===== config.mk =====
export PLATFORM = sky130hd
export DESIGN_NAME = oven_time_clock
export DESIGN_NICKNAME = d
export VERILOG_FILES = /design/src/rtl/oven_time_clock.sv
export SDC_FILE = /design/constraint.sdc
export NUM_CORES = 1
export LEC_CHECK = 0
export ABC_AREA = 1
export CELL_PAD_IN_SITES_DETAIL_PLACEMENT = 1
export CELL_PAD_IN_SITES_GLOBAL_PLACEMENT = 1
export CORE_ASPECT_RATIO = 0.5
export CORE_MARGIN = 5
export CORE_UTILIZATION = 40
export DETAILED_ROUTE_END_ITERATION = 7
export GPL_TIMING_DRIVEN = 0
export PLACE_DENSITY = 0.89
export SLEW_MARGIN = 20
export SYNTH_ARGS = -nofsm -noshare
export SYNTH_HDL_FRONTEND = slang
export SYNTH_SLANG_ARGS = --single-unit

===== constraint.sdc =====
create_clock -name clk -period 4.8 [get_ports clk]
set_input_delay 0.48 -clock clk [delete_from_list [all_inputs] [get_ports clk]]
set_output_delay 0.48 -clock clk [all_outputs]
set_load 0.02 [all_outputs]

===== src/rtl/oven_time_clock.sv =====
`default_nettype none
// +-----------------------------------------------------------------------------+
// | oven_time_clock: BCD HH:MM time-of-day clock (12 h / 24 h) with prescaled   |
// | minute tick and range-checked set handshake. OVEN_TIME_CLOCK_HEX_EN adds    |
// | active-low seven-segment outputs. Revision: 1.0                             |
// +-----------------------------------------------------------------------------+
module oven_time_clock #(
  parameter int unsigned TICK_DIV = 32'd3000000000,
  parameter int unsigned DIV_W    = 32,
  parameter bit          MODE_24H = 1'b1
) (
  input  logic       clk,
  input  logic       rst,
  input  logic       run,
  input  logic       set_valid,
  output logic       set_ready,
  input  logic [3:0] set_hour_t,
  input  logic [3:0] set_hour_o,
  input  logic [3:0] set_min_t,
  input  logic [3:0] set_min_o,
  input  logic       set_pm,
  output logic       set_err,
  output logic [3:0] min_o,
  output logic [3:0] min_t,
  output logic [3:0] hour_o,
  output logic [3:0] hour_t,
  output logic       pm,
  output logic       min_pulse,
  output logic       hour_pulse
`ifdef OVEN_TIME_CLOCK_HEX_EN
  ,
  output logic [0:6] hex0,
  output logic [0:6] hex1,
  output logic [0:6] hex2,
  output logic [0:6] hex3
`endif
);

  localparam logic [DIV_W-1:0] c_div_last = DIV_W'(TICK_DIV - 1);

  logic [DIV_W-1:0] r_div;
  logic [3:0]       r_min_o, r_min_t, r_hour_o, r_hour_t;
  logic             r_pm, r_min_pulse, r_hour_pulse, r_set_err;

  logic             w_tick, w_set_ok, w_load, w_wrap, w_npm;
  logic [3:0]       w_nmin_o, w_nmin_t, w_nhour_o, w_nhour_t;

  assign set_ready = ~rst;
  assign w_tick    = run && (r_div == c_div_last);
  assign w_load    = set_valid && set_ready && w_set_ok;

  always_comb begin
    w_set_ok = (set_min_o <= 4'd9) && (set_min_t <= 4'd5) && (set_hour_o <= 4'd9);
    if (MODE_24H)
      w_set_ok = w_set_ok && ((set_hour_t < 4'd2) ||
                              (set_hour_t == 4'd2 && set_hour_o <= 4'd3));
    else
      w_set_ok = w_set_ok && ((set_hour_t == 4'd0 && set_hour_o != 4'd0) ||
                              (set_hour_t == 4'd1 && set_hour_o <= 4'd2));
  end

  // Successor of the current time, used only on a tick.
  always_comb begin
    w_nmin_o  = r_min_o + 4'd1;
    w_nmin_t  = r_min_t;
    w_nhour_o = r_hour_o;
    w_nhour_t = r_hour_t;
    w_npm     = r_pm;
    w_wrap    = 1'b0;
    if (r_min_o == 4'd9) begin
      w_nmin_o = 4'd0;
      if (r_min_t == 4'd5) begin
        w_nmin_t = 4'd0;
        w_wrap   = 1'b1;
        if (MODE_24H && r_hour_t == 4'd2 && r_hour_o == 4'd3) begin
          w_nhour_t = 4'd0;
          w_nhour_o = 4'd0;
        end else if (!MODE_24H && r_hour_t == 4'd1 && r_hour_o == 4'd2) begin
          w_nhour_t = 4'd0;
          w_nhour_o = 4'd1;
        end else if (!MODE_24H && r_hour_t == 4'd1 && r_hour_o == 4'd1) begin
          w_nhour_o = 4'd2;
          w_npm     = ~r_pm;
        end else if (r_hour_o == 4'd9) begin
          w_nhour_o = 4'd0;
          w_nhour_t = r_hour_t + 4'd1;
        end else begin
          w_nhour_o = r_hour_o + 4'd1;
        end
      end else begin
        w_nmin_t = r_min_t + 4'd1;
      end
    end
  end

  always_ff @(posedge clk or posedge rst) begin
    if (rst) begin
      r_div        <= '0;
      r_min_o      <= 4'd0;
      r_min_t      <= 4'd0;
      r_hour_o     <= MODE_24H ? 4'd0 : 4'd2;
      r_hour_t     <= MODE_24H ? 4'd0 : 4'd1;
      r_pm         <= 1'b0;
      r_min_pulse  <= 1'b0;
      r_hour_pulse <= 1'b0;
      r_set_err    <= 1'b0;
    end else begin
      r_min_pulse  <= 1'b0;
      r_hour_pulse <= 1'b0;
      r_set_err    <= set_valid && !w_set_ok;
      if (w_load) begin
        // A load overrides any coincident tick.
        r_div    <= '0;
        r_min_o  <= set_min_o;
        r_min_t  <= set_min_t;
        r_hour_o <= set_hour_o;
        r_hour_t <= set_hour_t;
        r_pm     <= MODE_24H ? 1'b0 : set_pm;
      end else begin
        if (run)
          r_div <= w_tick ? '0 : r_div + 1'b1;
        if (w_tick) begin
          r_min_o      <= w_nmin_o;
          r_min_t      <= w_nmin_t;
          r_hour_o     <= w_nhour_o;
          r_hour_t     <= w_nhour_t;
          r_pm         <= w_npm;
          r_min_pulse  <= 1'b1;
          r_hour_pulse <= w_wrap;
        end
      end
    end
  end

  assign min_o      = r_min_o;
  assign min_t      = r_min_t;
  assign hour_o     = r_hour_o;
  assign hour_t     = r_hour_t;
  assign pm         = r_pm;
  assign min_pulse  = r_min_pulse;
  assign hour_pulse = r_hour_pulse;
  assign set_err    = r_set_err;

`ifdef OVEN_TIME_CLOCK_HEX_EN
  // Segment order a..g, active low.
  function automatic logic [0:6] seg7(input logic [3:0] d);
    case (d)
      4'd0:    seg7 = 7'b0000001;
      4'd1:    seg7 = 7'b1001111;
      4'd2:    seg7 = 7'b0010010;
      4'd3:    seg7 = 7'b0000110;
      4'd4:    seg7 = 7'b1001100;
      4'd5:    seg7 = 7'b0100100;
      4'd6:    seg7 = 7'b0100000;
      4'd7:    seg7 = 7'b0001111;
      4'd8:    seg7 = 7'b0000000;
      4'd9:    seg7 = 7'b0000100;
      default: seg7 = 7'b1111111;
    endcase
  endfunction

  assign hex0 = seg7(r_min_o);
  assign hex1 = seg7(r_min_t);
  assign hex2 = seg7(r_hour_o);
  assign hex3 = seg7(r_hour_t);
`endif

endmodule
`default_nettype wire


==> out/summary.txt, run 1 <==
endpoints failing hold -> 0
PwrDens -> 285.7 nW/µm²
max_cap viols -> 0
Synth Cell Area -> 3625 µm²
first-pass GRT wire length -> 21,050 µm
r2r startpoint -> r_div[0]$_DFFE_PP0P_
Detailed Routing Iterations Pass 1 -> 4
die area -> 11,180 µm²
clk_lat worst skew -> 0.30 ns
DRT iter0 DRCs -> 250
final slew viol count -> 0
post-cts resize count -> 0
grt ovf -> 0
WL per Instance -> 16.60 µm
GRT Util Overall -> 0.2350
Clk pin slew, worst setup/hold paths -> 0.07 ns
fraction of registers with async set/reset -> 1.000
LEAKAGE -> 2.080 nW
CTS Hold Bufs -> 0
CTS H-tree depth -> 2
Cell variety after synth -> 35
Final #Nets -> 644
Post-Syn Area per Cell -> 6.326 µm²
FF-to-FF path depth -> 10
Seq/Total Area, Yosys -> 0.3521
CTS tree -> built
Post-synth EDFFs -> 0
Post-Synthesis Cells -> 573
share of cells above drive strength 1 -> 0.05654
WHS -> 0.5211 ns
worst setup path start -> rst
# diodes -> 0
r2r endpoint -> r_div[25]$_DFFE_PP0P_
main area contributors after synthesis -> dfrtp_1 35%, nand2_1 21%, nor2_1 9.7%
Yosys top cell by area -> dfrtp_1
Final Critical Period -> 2.712 ns
DP HPWL -> 9145 µm
drt total wl -> 12,220 µm
status -> finished, final reports clean
fmax -> 368.7 MHz
maximum root-to-sink buffer count -> 2
critical path's slowest cell -> clkdlybuf4s50_1
WS Path Type -> in2out
Port Buffers -> 38
Cell Count, Final, Fillers Out -> 736
CP most frequent cell -> clkdlybuf4s50_1
Core ar. -> 8768 µm²
Starting Density -> 0.4134
# IOs -> 42
Ys Warns -> 0
Root Driver -> clkbuf_16
number of remaining DRC errors -> 0
top cell type's share of synthesized area -> 0.3521
vias in the first global route -> 4,242
Final Cycle Share -> 0.5650
Setup crit start kind -> input port
P&R area growth vs syn -> 19.50%
antenna violations before repair -> 0
CTS buffer count -> 5
Worst-Margin Slew -> 0.7077 ns
Max VDD drop -> 0.1499 mV
worst-path maximum fanout -> 52
vias per cell -> 5.298
RSZ-0062 raised after global routing -> false
total negative slack -> 0 ns
antenna-violating nets left -> 0
Largest stage delay, worst path -> 0.74 ns
#FFs+latches synth -> 51
Final setup viols -> 0
crit path capture type -> output port
Rows -> 24
crit path to -> set_ready
placed cell area -> 4154 µm²
Die H -> 77.31 µm
Worst Skew -> 0.007361 ns
CP required -> 4.32 ns
post-route cell area -> 4332 µm²
Die Width -> 144.6 µm
Slew headroom -> 0.5282
Post-Place Cells -> 728
via count of the routed design -> 3,899
Worst EP arrival -> 2.23 ns
largest net degree at the start of global routing -> 53
worst hold path class -> reg2reg
GPL Wtd Cong -> 0.9528
predominant post-synthesis flop cell -> dfrtp_1
Setup Buffers After CTS -> 0
R2R Setup Slk -> 2.61 ns
cells along the critical path -> clkdlybuf4s50_1 > inv_4 > clkdlybuf4s50_1
CTS Sinks -> 51
Mapped Nets -> 599
==> cell usage after synthesis, drive strengths merged, types with 2 or more instances <==
library cell and n:
nand3 56, o21ai 27, ha 5, nor3 5, nand3b 4, xor2 8, a21oi 9, nand2 210
dfrtp 51, or2 2, o22ai 2, nand4 14, nor2 97, xnor2 2, buf 10, inv 64
==> cells in the final DEF, fill, tap and decap left out, types with 2 or more instances in the layout <==
cell / Yosys / routed
a21oi_1: 9 / 9
buf_2: 5 / 5
buf_6: 4 / 4
clkbuf_16: 0 / 5
clkdlybuf4s50_1: 0 / 38
dfrtp_1: 51 / 51
ha_1: 5 / 5
inv_1: 62 / 61
inv_2: 2 / 2
nand2_1: 205 / 205
nand2_2: 4 / 4
nand3_1: 54 / 54
nand3b_1: 4 / 4
nand4_1: 14 / 14
nor2_1: 94 / 94
nor2_4: 2 / 2
nor3_1: 5 / 5
o21ai_0: 19 / 19
o21ai_1: 6 / 6
o21ai_2: 2 / 2
o22ai_1: 2 / 2
xnor2_1: 2 / 2
xor2_1: 8 / 8
==> routing by layer <==
metal / global-route usage / up-vias / wire length, µm
met5: 0 / - / 0
met4: 0.07076 / 0 / 189
met3: 0.03605 / 19 / 676
met2: 0.3952 / 98 / 5844
met1: 0.3125 / 1890 / 5508
li1: - / 1892 / -
==> worst min path at each step <==
stage / startpoint / end / slack, ns / depth (start not counted)
5_1_grt: r_div[1]$_DFFE_PP0P_ / r_div[1]$_DFFE_PP0P_ / 0.57 / 2
4_1_cts: r_div[1]$_DFFE_PP0P_ / r_div[1]$_DFFE_PP0P_ / 0.53 / 2
6_report: r_div[1]$_DFFE_PP0P_ / r_div[1]$_DFFE_PP0P_ / 0.52 / 2
3_3_place_gp: r_div[1]$_DFFE_PP0P_ / r_div[1]$_DFFE_PP0P_ / 0.50 / 2
2_1_floorplan: r_div[1]$_DFFE_PP0P_ / r_div[1]$_DFFE_PP0P_ / 0.47 / 2
3_5_place_dp: r_div[1]$_DFFE_PP0P_ / r_div[1]$_DFFE_PP0P_ / 0.53 / 2
==> kinds of logic after synthesis <==
logic type	count (synthesis)	synth area share
and+or+nand+nor	390	0.4560
AOI/OAI and AO/OA	40	0.05937
DFF	51	0.3521
adders and majority gates	5	0.01726
other	1	0.001035
buffers and inverters	76	0.09009
xor gates and xnor gates	10	0.02416
==> worst max-delay path: cells and delay by family <==
family | cells | cell delay, ns
buffers and inverters | 3 | 1.75
==> state kept, by name (all words and copies together), names as in the netlist <==
signal,cells
hour_t,4
set_err,1
r_div,32
hour_pulse,1
min_o,4
min_t,4
min_pulse,1
hour_o,4
==> cell type report <==
type / instances / area, µm²
timing repair buffer: 38 / 380.4
fill: 1229 / 4437
inverter: 65 / 247.7
clock buffer: 6 / 138.9
sequential: 51 / 1276
multi-input combinational: 446 / 2022
clock inverter: 2 / 38.79
tap: 117 / 146.4
buffer: 11 / 81.33
==> where the power goes <==
group	switching, W	leakage, nW	total, W	internal (W)
clock network	0.000178	0.0875	0.000441	0.000263
registers	0.0000701	0.655	0.000551	0.000480
logic	0.000154	1.34	0.000246	0.0000916
total	0.000403	2.08	0.00124	0.000835
==> through the flow <==
step                total power [W]  setup WS (ns)  utilization
floorplan                 0.0007034          2.670            -
global placement          0.0007837         0.9064       0.4735
detailed placement        0.0007993          2.029       0.4737
CTS                        0.001244          2.025       0.4940
global route               0.001305          1.915       0.4940
finish                     0.001238          2.088       0.4940
Note: power is estimated with default switching activity, not from simulation.
==> run 2: changes to the inputs <==
- CORE_UTILIZATION: 40 -> 36
- PLACE_DENSITY: 0.89 -> 0.85
- clock period: 4.8 -> 2.2 ns (I/O delays scaled with it)
==> out/summary.txt, run 2 (synthesis results as in run 1) <==
worst hold path class -> in2reg (was reg2reg)
most frequent cells in the layout -> 204 x nand2_1, 94 x nor2_1, 61 x inv_1 (was 205 x nand2_1, 94 x nor2_1, 61 x inv_1)
endpoints failing hold -> 0 (unchanged)
LEAKAGE -> 2.063 nW (was 2.080 nW)
drt total wl -> 11,700 µm (was 12,220 µm)
Final setup viols -> 0 (unchanged)
vias in the first global route -> 4,097 (was 4,242)
DP HPWL -> 9039 µm (was 9145 µm)
Final WS setup -> 0.1259 ns (was 2.088 ns)
P&R area growth vs syn -> 19.71% (was 19.50%)
placed cell area -> 4177 µm² (was 4154 µm²)
Worst Skew -> 0.004803 ns (was 0.007361 ns)
CTS H-tree depth -> 2 (unchanged)
grt ovf -> 0 (unchanged)
share of cells above drive strength 1 -> 0.05977 (was 0.05654)
final slew viol count -> 0 (unchanged)
WL per Instance -> 15.51 µm (was 16.60 µm)
CTS tree -> built (unchanged)
DRT iter0 DRCs -> 218 (was 250)
Largest register FFs -> 32 (unchanged)
Starting Density -> 0.3762 (was 0.4134)
clk_lat worst skew -> 0.30 ns (about the same)
CP most frequent cell -> clkdlybuf4s50_1 (unchanged)
largest net degree at the start of global routing -> 53 (unchanged)
Die H -> 80.96 µm (was 77.31 µm)
vias per cell -> 5.135 (was 5.298)
Final #Nets -> 644 (unchanged)
WS Path Type -> in2out (unchanged)
status -> finished, final reports clean (unchanged)
Root Driver -> clkbuf_16 (unchanged)
Worst-Margin Slew -> 0.6159 ns (was 0.7077 ns)
utilization after layout -> 0.4504 (was 0.4940)
maximum root-to-sink buffer count -> 2 (unchanged)
PwrDens -> 594.3 nW/µm² (was 285.7 nW/µm²)
Top reg by flops -> r_div (unchanged)
Setup Buffers After CTS -> 0 (unchanged)
Die Width -> 151.9 µm (was 144.6 µm)
number of remaining DRC errors -> 0 (unchanged)
Worst EP arrival -> 1.85 ns (was 2.23 ns)
CTS buffer count -> 5 (unchanged)
die area -> 12,300 µm² (was 11,180 µm²)
cells along the critical path -> clkdlybuf4s50_1 > inv_6 > clkdlybuf4s50_1 (was clkdlybuf4s50_1 > inv_4 > clkdlybuf4s50_1)
via count of the routed design -> 3,872 (was 3,899)
Max VDD drop -> 0.3151 mV (was 0.1499 mV)
critical path's slowest cell -> clkdlybuf4s50_1 (unchanged)
Rows -> 25 (was 24)
Final Cycle Share -> 0.9428
GPL Wtd Cong -> 0.9328 (was 0.9528)
worst-path maximum fanout -> 52 (unchanged)
Port Buffers -> 38 (unchanged)
Final Critical Period -> 2.074 ns
Final Power -> 0.002579 W (was 0.001238 W)
Largest stage delay, worst path -> 0.70 ns (was 0.74 ns)
crit path capture type -> output port (unchanged)
antenna violations before repair -> 0 (unchanged)
GRT Util Overall -> 0.2000 (was 0.2350)
antenna-violating nets left -> 0 (unchanged)
CP required -> 1.98 ns (was 4.32 ns)
most common cell after layout, fill and taps aside -> nand2_1 (unchanged)
Setup crit start kind -> input port (unchanged)
CTS Hold Bufs -> 0 (unchanged)
# diodes -> 0 (unchanged)
Core ar. -> 9634 µm² (was 8768 µm²)
fmax -> 482.1 MHz
max_cap viols -> 0 (unchanged)
CTS Sinks -> 51 (unchanged)
# IOs -> 42 (unchanged)
Clk pin slew, worst setup/hold paths -> 0.07 ns (about the same)
Slew headroom -> 0.5894 (was 0.5282)
post-route cell area -> 4339 µm² (was 4332 µm²)
first-pass GRT wire length -> 20,090 µm (was 21,050 µm)
Setup WS pre-CTS -> -0.03460 ns (was 2.029 ns)
Detailed Routing Iterations Pass 1 -> 4 (unchanged)
WHS -> 0.3369 ns (was 0.5211 ns)
run 2: per-stage QoR:
stage          cells  setup TNS [ns]
3_5_place_dp     746        -0.03460
5_1_grt          754       -0.002255
4_1_cts          754               0
6_report         754               0
3_3_place_gp     746          -26.98
2_1_floorplan    573               0
run 2: layout make-up:
type | instances | area, µm²
Buffer | 11 | 81.33
Timing Repair Buffer | 38 | 380.4
Sequential cell | 51 | 1276
Clock inverter | 2 | 16.27
Fill cell | 1323 | 5295
Multi-Input combinational cell | 446 | 2027
Inverter | 65 | 250.2
Tap cell | 135 | 168.9
Clock buffer | 6 | 138.9
run 2: power breakdown:
part | switching [W] | internal (W)
Clock | 0.000390 | 0.000456
Combinational | 0.000332 | 0.000202
Sequential | 0.000150 | 0.00105
Total | 0.000872 | 0.00171
run 2: layer usage:
metal	up-vias	track usage	share of wire
met5	-	0	0
met4	0	0.05202	0.018
met3	17	0.02980	0.038
met2	80	0.3571	0.45
met1	1884	0.2586	0.49
li1	1891	-	-
run 2: critical path, delay by kind of cell:
family / cells / cell delay [ns]
buf+inv: 3 / 1.62
run 2: path summary, 6_finish.rpt:
check,start,end,slack [ns],depth (start not counted)
min in group asynchronous,rst,hour_o[2]$_DFFE_PP0P_,0.40,2
max in group asynchronous,rst,r_div[15]$_DFFE_PP0P_,1.44,2
worst max register to register,r_div[0]$_DFFE_PP0P_,r_div[31]$_DFFE_PP0P_,0.17,10
worst max-delay path,rst,set_ready,0.13,3
worst min-delay path,run,r_div[24]$_DFFE_PP0P_,0.34,3
worst min register to register,r_div[1]$_DFFE_PP0P_,r_div[1]$_DFFE_PP0P_,0.53,2
run 2: repair_timing:
action | in CTS | in global routing
resized for setup | 1 | 2
endpoints found under the setup margin | 1 | 11
pin swaps | 0 | 0
